### src/rtl/mixer_coeff_bank.sv
// mixer_coeff_bank
// Double-buffered coefficient store for the audio mixer matrix. The host
// writes a shadow bank. A commit copies shadow into target on the next sample
// boundary. The active coefficients then move linearly toward target by at
// most RAMP_STEP per sample_tick, which avoids zipper noise.
//
// Ports:
//   CLK, nRST         clock (rising edge) and asynchronous active-low reset
//   wr_en/wr_data     host write of shadow[wr_out_addr][wr_in_addr]
//   wr_in_addr        entry index 0..NUM_INPUTS (0 = output gain)
//   wr_out_addr       output channel 0..NUM_OUTPUTS-1
//   wr_err            one-cycle pulse when a write address is out of range
//   rd_en/rd_active   readback request and source (0 = shadow, 1 = active)
//   rd_data/rd_valid  registered readback result, 1-cycle latency
//   commit_req        request to commit shadow to target
//   sample_tick       sample-rate strobe
//   commit_busy       commit pending or ramp in progress
//   ramping           ramp in progress
//   config_id         output channel whose active vector drives coeff_bus
//   coeff_bus         active[config_id], entry k at bits [k*COEFF_W +: COEFF_W]
module mixer_coeff_bank #(
    parameter int NUM_INPUTS  = 6,
    parameter int NUM_OUTPUTS = 4,
    parameter int COEFF_W     = 16,
    parameter int ADDR_W      = 4,
    parameter int RAMP_STEP   = 256
) (
    input  logic                               CLK,
    input  logic                               nRST,
    input  logic                               wr_en,
    input  logic [COEFF_W-1:0]                 wr_data,
    input  logic [ADDR_W-1:0]                  wr_in_addr,
    input  logic [ADDR_W-1:0]                  wr_out_addr,
    output logic                               wr_err,
    input  logic                               rd_en,
    input  logic                               rd_active,
    output logic [COEFF_W-1:0]                 rd_data,
    output logic                               rd_valid,
    input  logic                               commit_req,
    input  logic                               sample_tick,
    output logic                               commit_busy,
    output logic                               ramping,
    input  logic [ADDR_W-1:0]                  config_id,
    output logic [(NUM_INPUTS+1)*COEFF_W-1:0]  coeff_bus
);

    localparam int NUM_ENTRIES = NUM_INPUTS + 1;
    localparam int IN_IDX_W    = (NUM_ENTRIES > 1) ? $clog2(NUM_ENTRIES) : 1;
    localparam int OUT_IDX_W   = (NUM_OUTPUTS > 1) ? $clog2(NUM_OUTPUTS) : 1;
    localparam logic signed [COEFF_W:0] STEP_X = (COEFF_W+1)'(RAMP_STEP);

    typedef enum logic [1:0] {IDLE, ARMED, RAMP} state_t;

    state_t             state;
    logic [COEFF_W-1:0] shadow [NUM_OUTPUTS][NUM_ENTRIES];
    logic [COEFF_W-1:0] target [NUM_OUTPUTS][NUM_ENTRIES];
    logic [COEFF_W-1:0] active [NUM_OUTPUTS][NUM_ENTRIES];

    logic                 addr_ok;
    logic                 cfg_ok;
    logic [IN_IDX_W-1:0]  in_idx;
    logic [OUT_IDX_W-1:0] out_idx;
    logic [OUT_IDX_W-1:0] cfg_idx;
    logic                 all_settled;

    assign addr_ok = (int'(wr_in_addr) <= NUM_INPUTS) && (int'(wr_out_addr) < NUM_OUTPUTS);
    assign cfg_ok  = int'(config_id) < NUM_OUTPUTS;
    assign in_idx  = wr_in_addr[IN_IDX_W-1:0];
    assign out_idx = wr_out_addr[OUT_IDX_W-1:0];
    assign cfg_idx = config_id[OUT_IDX_W-1:0];

    assign commit_busy = (state != IDLE);
    assign ramping     = (state == RAMP);

    // One ramp step. The difference is taken one bit wider than the
    // coefficient so full-scale moves cannot overflow; when the remaining
    // distance is within one step we land exactly on the target, so the
    // result can neither overshoot nor wrap.
    function automatic logic [COEFF_W-1:0] step_toward(input logic [COEFF_W-1:0] cur,
                                                       input logic [COEFF_W-1:0] tgt);
        logic signed [COEFF_W:0] cur_x;
        logic signed [COEFF_W:0] tgt_x;
        logic signed [COEFF_W:0] diff;
        logic        [COEFF_W:0] mag;
        cur_x = {cur[COEFF_W-1], cur};
        tgt_x = {tgt[COEFF_W-1], tgt};
        diff  = tgt_x - cur_x;
        mag   = diff[COEFF_W] ? $unsigned(-diff) : $unsigned(diff);
        if (mag <= $unsigned(STEP_X))
            return tgt;
        else if (diff[COEFF_W])
            return cur - STEP_X[COEFF_W-1:0];
        else
            return cur + STEP_X[COEFF_W-1:0];
    endfunction

    always_comb begin
        all_settled = 1'b1;
        for (int o = 0; o < NUM_OUTPUTS; o++)
            for (int i = 0; i < NUM_ENTRIES; i++)
                if (active[o][i] != target[o][i])
                    all_settled = 1'b0;
    end

    always_comb begin
        coeff_bus = '0;
        if (cfg_ok)
            for (int k = 0; k < NUM_ENTRIES; k++)
                coeff_bus[k*COEFF_W +: COEFF_W] = active[cfg_idx][k];
    end

    // Host writes land in the shadow bank regardless of commit state.
    always_ff @(posedge CLK or negedge nRST) begin
        if (!nRST) begin
            for (int o = 0; o < NUM_OUTPUTS; o++)
                for (int i = 0; i < NUM_ENTRIES; i++)
                    shadow[o][i] <= '0;
            wr_err <= 1'b0;
        end else begin
            wr_err <= wr_en && !addr_ok;
            if (wr_en && addr_ok)
                shadow[out_idx][in_idx] <= wr_data;
        end
    end

    // Readback samples the arrays before any same-cycle write takes effect.
    always_ff @(posedge CLK or negedge nRST) begin
        if (!nRST) begin
            rd_data  <= '0;
            rd_valid <= 1'b0;
        end else begin
            rd_valid <= rd_en;
            if (rd_en) begin
                if (!addr_ok)
                    rd_data <= '0;
                else if (rd_active)
                    rd_data <= active[out_idx][in_idx];
                else
                    rd_data <= shadow[out_idx][in_idx];
            end
        end
    end

    // Commit sequencing. A new commit during a ramp freezes active where it
    // is; the next commit tick reloads target and the ramp resumes from there.
    always_ff @(posedge CLK or negedge nRST) begin
        if (!nRST) begin
            state <= IDLE;
            for (int o = 0; o < NUM_OUTPUTS; o++)
                for (int i = 0; i < NUM_ENTRIES; i++) begin
                    target[o][i] <= '0;
                    active[o][i] <= '0;
                end
        end else begin
            case (state)
                IDLE: begin
                    if (commit_req)
                        state <= ARMED;
                end
                ARMED: begin
                    if (sample_tick) begin
                        for (int o = 0; o < NUM_OUTPUTS; o++)
                            for (int i = 0; i < NUM_ENTRIES; i++)
                                target[o][i] <= shadow[o][i];
                        if (RAMP_STEP == 0) begin
                            for (int o = 0; o < NUM_OUTPUTS; o++)
                                for (int i = 0; i < NUM_ENTRIES; i++)
                                    active[o][i] <= shadow[o][i];
                            state <= IDLE;
                        end else begin
                            state <= RAMP;
                        end
                    end
                end
                RAMP: begin
                    if (commit_req)
                        state <= ARMED;
                    else if (all_settled)
                        state <= IDLE;
                    else if (sample_tick)
                        for (int o = 0; o < NUM_OUTPUTS; o++)
                            for (int i = 0; i < NUM_ENTRIES; i++)
                                active[o][i] <= step_toward(active[o][i], target[o][i]);
                end
                default: state <= IDLE;
            endcase
        end
    end

endmodule
### config.mk
export PLATFORM = sky130hd
export DESIGN_NAME = mixer_coeff_bank
export DESIGN_NICKNAME = d
export VERILOG_FILES = /design/src/rtl/mixer_coeff_bank.sv
export SDC_FILE = /design/constraint.sdc
export NUM_CORES = 2
export LEC_CHECK = 0
export BUFFER_PORTS_ARGS = -buffer_cell sky130_fd_sc_hd__buf_2
export CORE_MARGIN = 5
export CORE_UTILIZATION = 55
export DETAILED_ROUTE_END_ITERATION = 6
export HOLD_SLACK_MARGIN = 0.03
export PLACE_DENSITY_LB_ADDON = 0.08
export RECOVER_POWER = 100
export SLEW_MARGIN = 20
export SYNTH_ARGS = -nofsm -noshare
export SYNTH_HDL_FRONTEND = slang
export SYNTH_SLANG_ARGS = --single-unit
### constraint.sdc
create_clock -name CLK -period 4.85 [get_ports CLK]
set_input_delay 0.485 -clock CLK [delete_from_list [all_inputs] [get_ports CLK]]
set_output_delay 0.485 -clock CLK [all_outputs]
set_load 0.02 [all_outputs]
# ---- Yosys cells after proc, flatten, opt, wreduce, memory -nomap -nowiden
# Cells that the tools add are included.
# Widths: inputs -> output; s select.
dict set report classes {
  n_addsub 112
  n_reduce_logical 11
  mux 140
  n_eq_ne 33
  order_cmp 36
  n_bitwise 5
}
# operator count
set ops {}
lappend ops {{$mux 16} 63}
lappend ops {{$mux 112} 8}
lappend ops {{$bmux 112 s2} 3}
lappend ops {{$le 17x9->1 const B} 28}
lappend ops {{$mux 17} 28}
lappend ops {{$neg 17->17} 28}
lappend ops {{$sub 16x16->17} 28}
lappend ops {{$add 16x9->16 const B} 28}
lappend ops {{$bwmux 448} 1}
lappend ops {{$ne 16x16->1} 28}
lappend ops {{$sub 16x9->16 const B} 28}
lappend ops {{$demux 112 s2} 1}
lappend ops {{$bmux 16 s3} 2}
lappend ops {{$demux 16 s3} 1}
lappend ops {{$mux 1} 28}
lappend ops {{$lt 4x3->1 const B} 2}
lappend ops {{$mux 2} 4}
lappend ops {{$ge 3x3->1 const B} 2}
lappend ops {{$not 2->3} 2}
lappend ops {{$pmux 2 s3} 1}
lappend ops {{$logic_and 1x1->1} 5}
lappend ops {{$ge 4x4->1 const B} 1}
lappend ops {{$le 4x3->1 const B} 1}
lappend ops {{$lt 4x1->1 const B} 1}
lappend ops {{other kinds (13)} 15}
dict set report word_totals {
  output_inout_bits 132
  register_bits 1364
  word_cells 425
  in_bits 35
}

# ---- Logic depth before layout (Yosys ltp)
dict set report logic_depth {
  ltp_word 32
  depth_mapped 23
  mapped_depth_nobuf 22
}

# ---- Least setup slack after synthesis
# Ideal clock, no wire load.
dict set report synth_timing {
  kind {register to register}
  startpoint {register target[336] (netlist name)}
  endpoint {register active[351] (netlist name)}
  stages_incl_launch_ff 22
  t_required_ns 4.705
  setup_time_ns 0.145
  n_path_buf 1
  setup_slack_ns 0.154
  arrival_time_ns 4.551
  path_cell_list {dfrtp_1 > inv_1 > ha_1 > inv_1 > fa_1 > a211oi_1 > o211ai_1 > a41oi_1 > nor3_1 > o41ai_1 > clkbuf_1 > ha_1 > a21o_1 > a21oi_1 > o21bai_1 > a21oi_1 > o21bai_1 > a21oi_1 > xor2_1 > and2_1 > o21ai_0 > o221ai_1}
}
dict set report synth_via {
  elab_chain_cells 25
}
# element line
set synth_lines {}
lappend synth_lines {{start, declared} 56} ;# logic [COEFF_W-1:0] target [NUM_OUTPUTS][NUM_ENTRIES];
lappend synth_lines {{start signal, assigned by index} 164} ;# target[o][i] <= shadow[o][i];
lappend synth_lines {{$ne 16x16->1} 101} ;# if (active[o][i] != target[o][i])
lappend synth_lines {{$mux 1 (22 in series)} 101}
lappend synth_lines {{$not 1->1 (no source line)} n/a}
lappend synth_lines {{$reduce_and 4->1 (no source line)} n/a}
lappend synth_lines {{end signal, assigned by index} 168} ;# active[o][i] <= shadow[o][i];
lappend synth_lines {{end signal, assigned by index} 183} ;# active[o][i] <= step_toward(active[o][i], target[o][i]);
lappend synth_lines {{end, declared} 57} ;# logic [COEFF_W-1:0] active [NUM_OUTPUTS][NUM_ENTRIES];
# Parallel ways exist; a longest one is shown, timed or not.
# A chain may end at the register's enable or synchronous reset.

# ---- Worst setup path after layout
dict set report layout_timing {
  startpoint {register target[80] (netlist name)}
  endpoint {register active[82] (netlist name)}
}
dict set report layout_via {
  elab_chain_cells 9
}
# element
set layout_lines {}
lappend layout_lines {{branches (longest 9 deep; another with $sub 16x16->17)}}
# Several ways; the timed one is not identified.

==> flow_metrics.tcl <==
set metrics [dict create \
    vias 93700 \
    grt_pass1_vias 89400 \
    hp-class "primary input to flip-flop" \
    cp_data_arrival_time_ns 5.42 \
    drive_above_1_share 0.215 \
    period_needed_ns 4.70 \
    track_usage 0.392 \
    synth_seq_cells 1364 \
    rows 161 \
    final_util 0.615 \
    power.density_nw_per_um2 507 \
    cts_buffer_depth 3 \
    vias_per_cell 6.81 \
    firstDrtPassIters 7 \
    r2r_cells 16 \
    initial_utilization 0.554 \
    wl_mm 409 \
    tritoncts_num_sinks 1364 \
    yosys_warnings 0 \
    finalSetupViolations 0 \
    power_leakage_nw 53.4 \
    setup_tns_ns 0 \
    hold_viol_final 0 \
    wl_per_cell_um 29.7 \
    hp-start "wr_en" \
    overflow 0 \
    r2r-end "active[82]$_DFFE_PN0P_" \
    relSlewSlack -1.48 \
    start_kind "flip-flop" \
    die_h_um 451 \
    drc 4 \
    cts-root-buf "clkbuf_16" \
    async_flop_share 1.00 \
    insertion_delay_ns 0.86 \
    maxSlewViolCount 667 \
    dieArea_um2 203000 \
    place_ws_ns 0.00502 \
    port_buffers 166 \
    clkTransAtPathRegs_ns 0.06 \
    p_total_w 0.0601 \
    worstHoldEndpoint "wr_err$_DFF_PN0_" \
    drt_first_iter_violations 9515 \
    final_nets 11800 \
    syn_area_um2 107000 \
    max_freq_ghz 0.213 \
    ant_nets 0 \
    gp_congestion 1.02 \
    worst_pin_slew_ns 3.72 \
    h-tree-depth 4 \
    core_area_um2 193000 \
    cts_buffers 160 \
    endpoint_kind "flip-flop" \
    antenna_found_initial 45 \
    slowest_stage "or4_1" \
    r2r_setup_slack_ns 0.15 \
    cp_max_fo 8 \
    intPower_w 0.0334 \
    period_share 0.970 \
    required_ns 5.57 \
    vdd_ir_drop_max_uv 377 \
    switching_share 0.445 \
    cap_violations 14 \
    grt_pass1_wl_mm 596 \
    dominantRegCellSynth "dfrtp_1" \
    synth_area_per_cell_um2 9.91 \
    pwr-share-comb 0.546 \
    cts_tree "done" \
    status "complete, but fails checks" \
    io_pins 167 \
    most-common-layout-cells "dfrtp_1 (1362), mux2_2 (1104), inv_1 (773)" \
    whs_ns 0.185 \
    failed_checks "DRC, capacitance limit, slew limit" \
    p_clk_frac 0.212 \
    fin_skew_ns 0.0408 \
    grt_max_degree 146 \
    synth_cell_type_count 109 \
    p_seq_frac 0.242 \
    seq_area_frac_synth 0.319 \
    die-width_um 451 \
    timing.rr.start "target[80]$_DFFE_PN0P_" \
    hold_depth 2 \
    layout_setup_ws_ns 0.146 \
    area_growth_pct 11.0 \
    final_common_cell "dfrtp_1" \
    place_hpwl_mm 318 \
    crit_path_cell_trace "inv_1 > ha_1 > inv_1 > fa_2 > a211oi_4 > or4b_1 > nor3_1 > o22ai_1 > or4_1 > or4b_1 > a21o_1 > a222oi_1 > nand2_2 > nor3_4 > buf_12 > mux2_2" \
    netlist_instances 10800 \
    switchingPower_w 0.0267 \
    slowest_delay_ns 0.54 \
    critPathKind "flip-flop to flip-flop" \
    synth-edff-count 0 \
    syn-num-nets 11500 \
]
-- cell usage after synthesis (43+ instances only) --
cell | count | area, um2
o21ai_0 | 410 | 2050
o221ai_1 | 115 | 1010
a2111oi_0 | 53 | 464
nor2_1 | 435 | 1630
o21a_1 | 107 | 803
nor3_1 | 256 | 1280
ha_1 | 644 | 8060
a22oi_1 | 105 | 788
inv_1 | 777 | 2920
dfrtp_1 | 1364 | 34100
and2_1 | 93 | 582
nor2b_1 | 210 | 1310
xnor2_1 | 319 | 2790
a31oi_1 | 86 | 538
buf_1 | 65 | 244
a21o_1 | 160 | 1200
nor4_1 | 77 | 482
mux2i_1 | 89 | 891
a21oi_1 | 511 | 2560
fa_1 | 56 | 1120
a211o_1 | 43 | 377
and3_1 | 66 | 413
clkbuf_1 | 441 | 1660
a211oi_1 | 117 | 878
mux2_2 | 1107 | 12500
o211ai_1 | 184 | 1380
o21bai_1 | 114 | 856
nor3b_1 | 55 | 413
nand2_1 | 553 | 2080
o311ai_0 | 70 | 613
nand2b_1 | 103 | 644
o31ai_1 | 73 | 548
mux4_2 | 336 | 7570
nand4_1 | 156 | 976
or3_1 | 108 | 676
o2111ai_1 | 50 | 438
o22ai_1 | 55 | 344
nand3_1 | 289 | 1450
xor2_1 | 163 | 1430
or2_2 | 58 | 363
-- registers in the layout, summed over array words and instances (netlist names) --
register  cells
active      448
rd_valid      1
shadow      448
target      448
wr_err        1
rd_data      16
state         2
-- kinds of logic after synthesis --
family | share of synthesized area
muxes | 0.196
adders and majority gates | 0.0859
buffers and inverters | 0.0463
AOI/OAI and AO/OA | 0.178
xor gates and xnor gates | 0.0395
DFF | 0.319
and+or+nand+nor | 0.135
-- layout make-up --
cell class	count	area [um2]
fillers	16200	74300
multi-input cells	8114	68200
flip-flops and latches	1364	34100
repair buffers	664	4720
clock buffers	210	4520
well taps	2526	3160
inverters	781	2940
clock inverters	75	957
diodes	33	82.6
-- through the flow --
| step | cell area [um2] | cells |
|---|---|---|
| floorplan | 107000 | 10800 |
| CTS | 119000 | 13700 |
| global placement | 113000 | 13400 |
| detailed placement | 113000 | 13400 |
| finish | 119000 | 13800 |
| global route | 119000 | 13700 |
-- per-layer routing --
| layer | global-route usage | share of wire |
|---|---|---|
| met1 | 0.503 | 0.39 |
| met2 | 0.590 | 0.43 |
| met3 | 0.101 | 0.093 |
| met4 | 0.252 | 0.078 |
| met5 | 0 | 0.00017 |
-- worst max-delay path, delay by kind of cell, from the launching register on --
kind / cells / cell delay [ns]
adder cells (fa/ha/maj): 2 / 0.47
buffers and inverters: 3 / 0.31
multiplexers: 1 / 0.33
AND/OR/NAND/NOR: 6 / 2.14
flip-flops: 1 / 0.37
AO/OA/AOI/OAI: 4 / 0.97
-- power by group through the flow --
stage                     Sequential (W)  Combinational, W  Clock (W)
after CTS                         0.0145            0.0319     0.0129
after global placement            0.0146            0.0311          0
final                             0.0146            0.0328     0.0128
after global routing              0.0147            0.0356     0.0133
after detailed placement          0.0147            0.0317          0
after floorplan                   0.0139            0.0226          0
-- how the worst max path moves through the flow --
stage	startpoint	end	depth (start not counted)
after floorplan	target[336]$_DFFE_PN0P_	active[351]$_DFFE_PN0P_	21
after global placement	active[416]$_DFFE_PN0P_	active[419]$_DFFE_PN0P_	15
after detailed placement	target[208]$_DFFE_PN0P_	active[223]$_DFFE_PN0P_	16
after CTS	active[212]$_DFFE_PN0P_	active[223]$_DFFE_PN0P_	15
after global routing	target[208]$_DFFE_PN0P_	active[215]$_DFFE_PN0P_	17
final	target[80]$_DFFE_PN0P_	active[82]$_DFFE_PN0P_	16
-- repair_timing --
item	4_1_cts	5_1_grt
setup buffers	1	15
pin swaps	3	18
gates resized for setup	3	81
endpoints found under the hold margin	83	0
hold buffers	4	0
setup endpoints to repair	31	267
(Power assumes the default switching activity.)
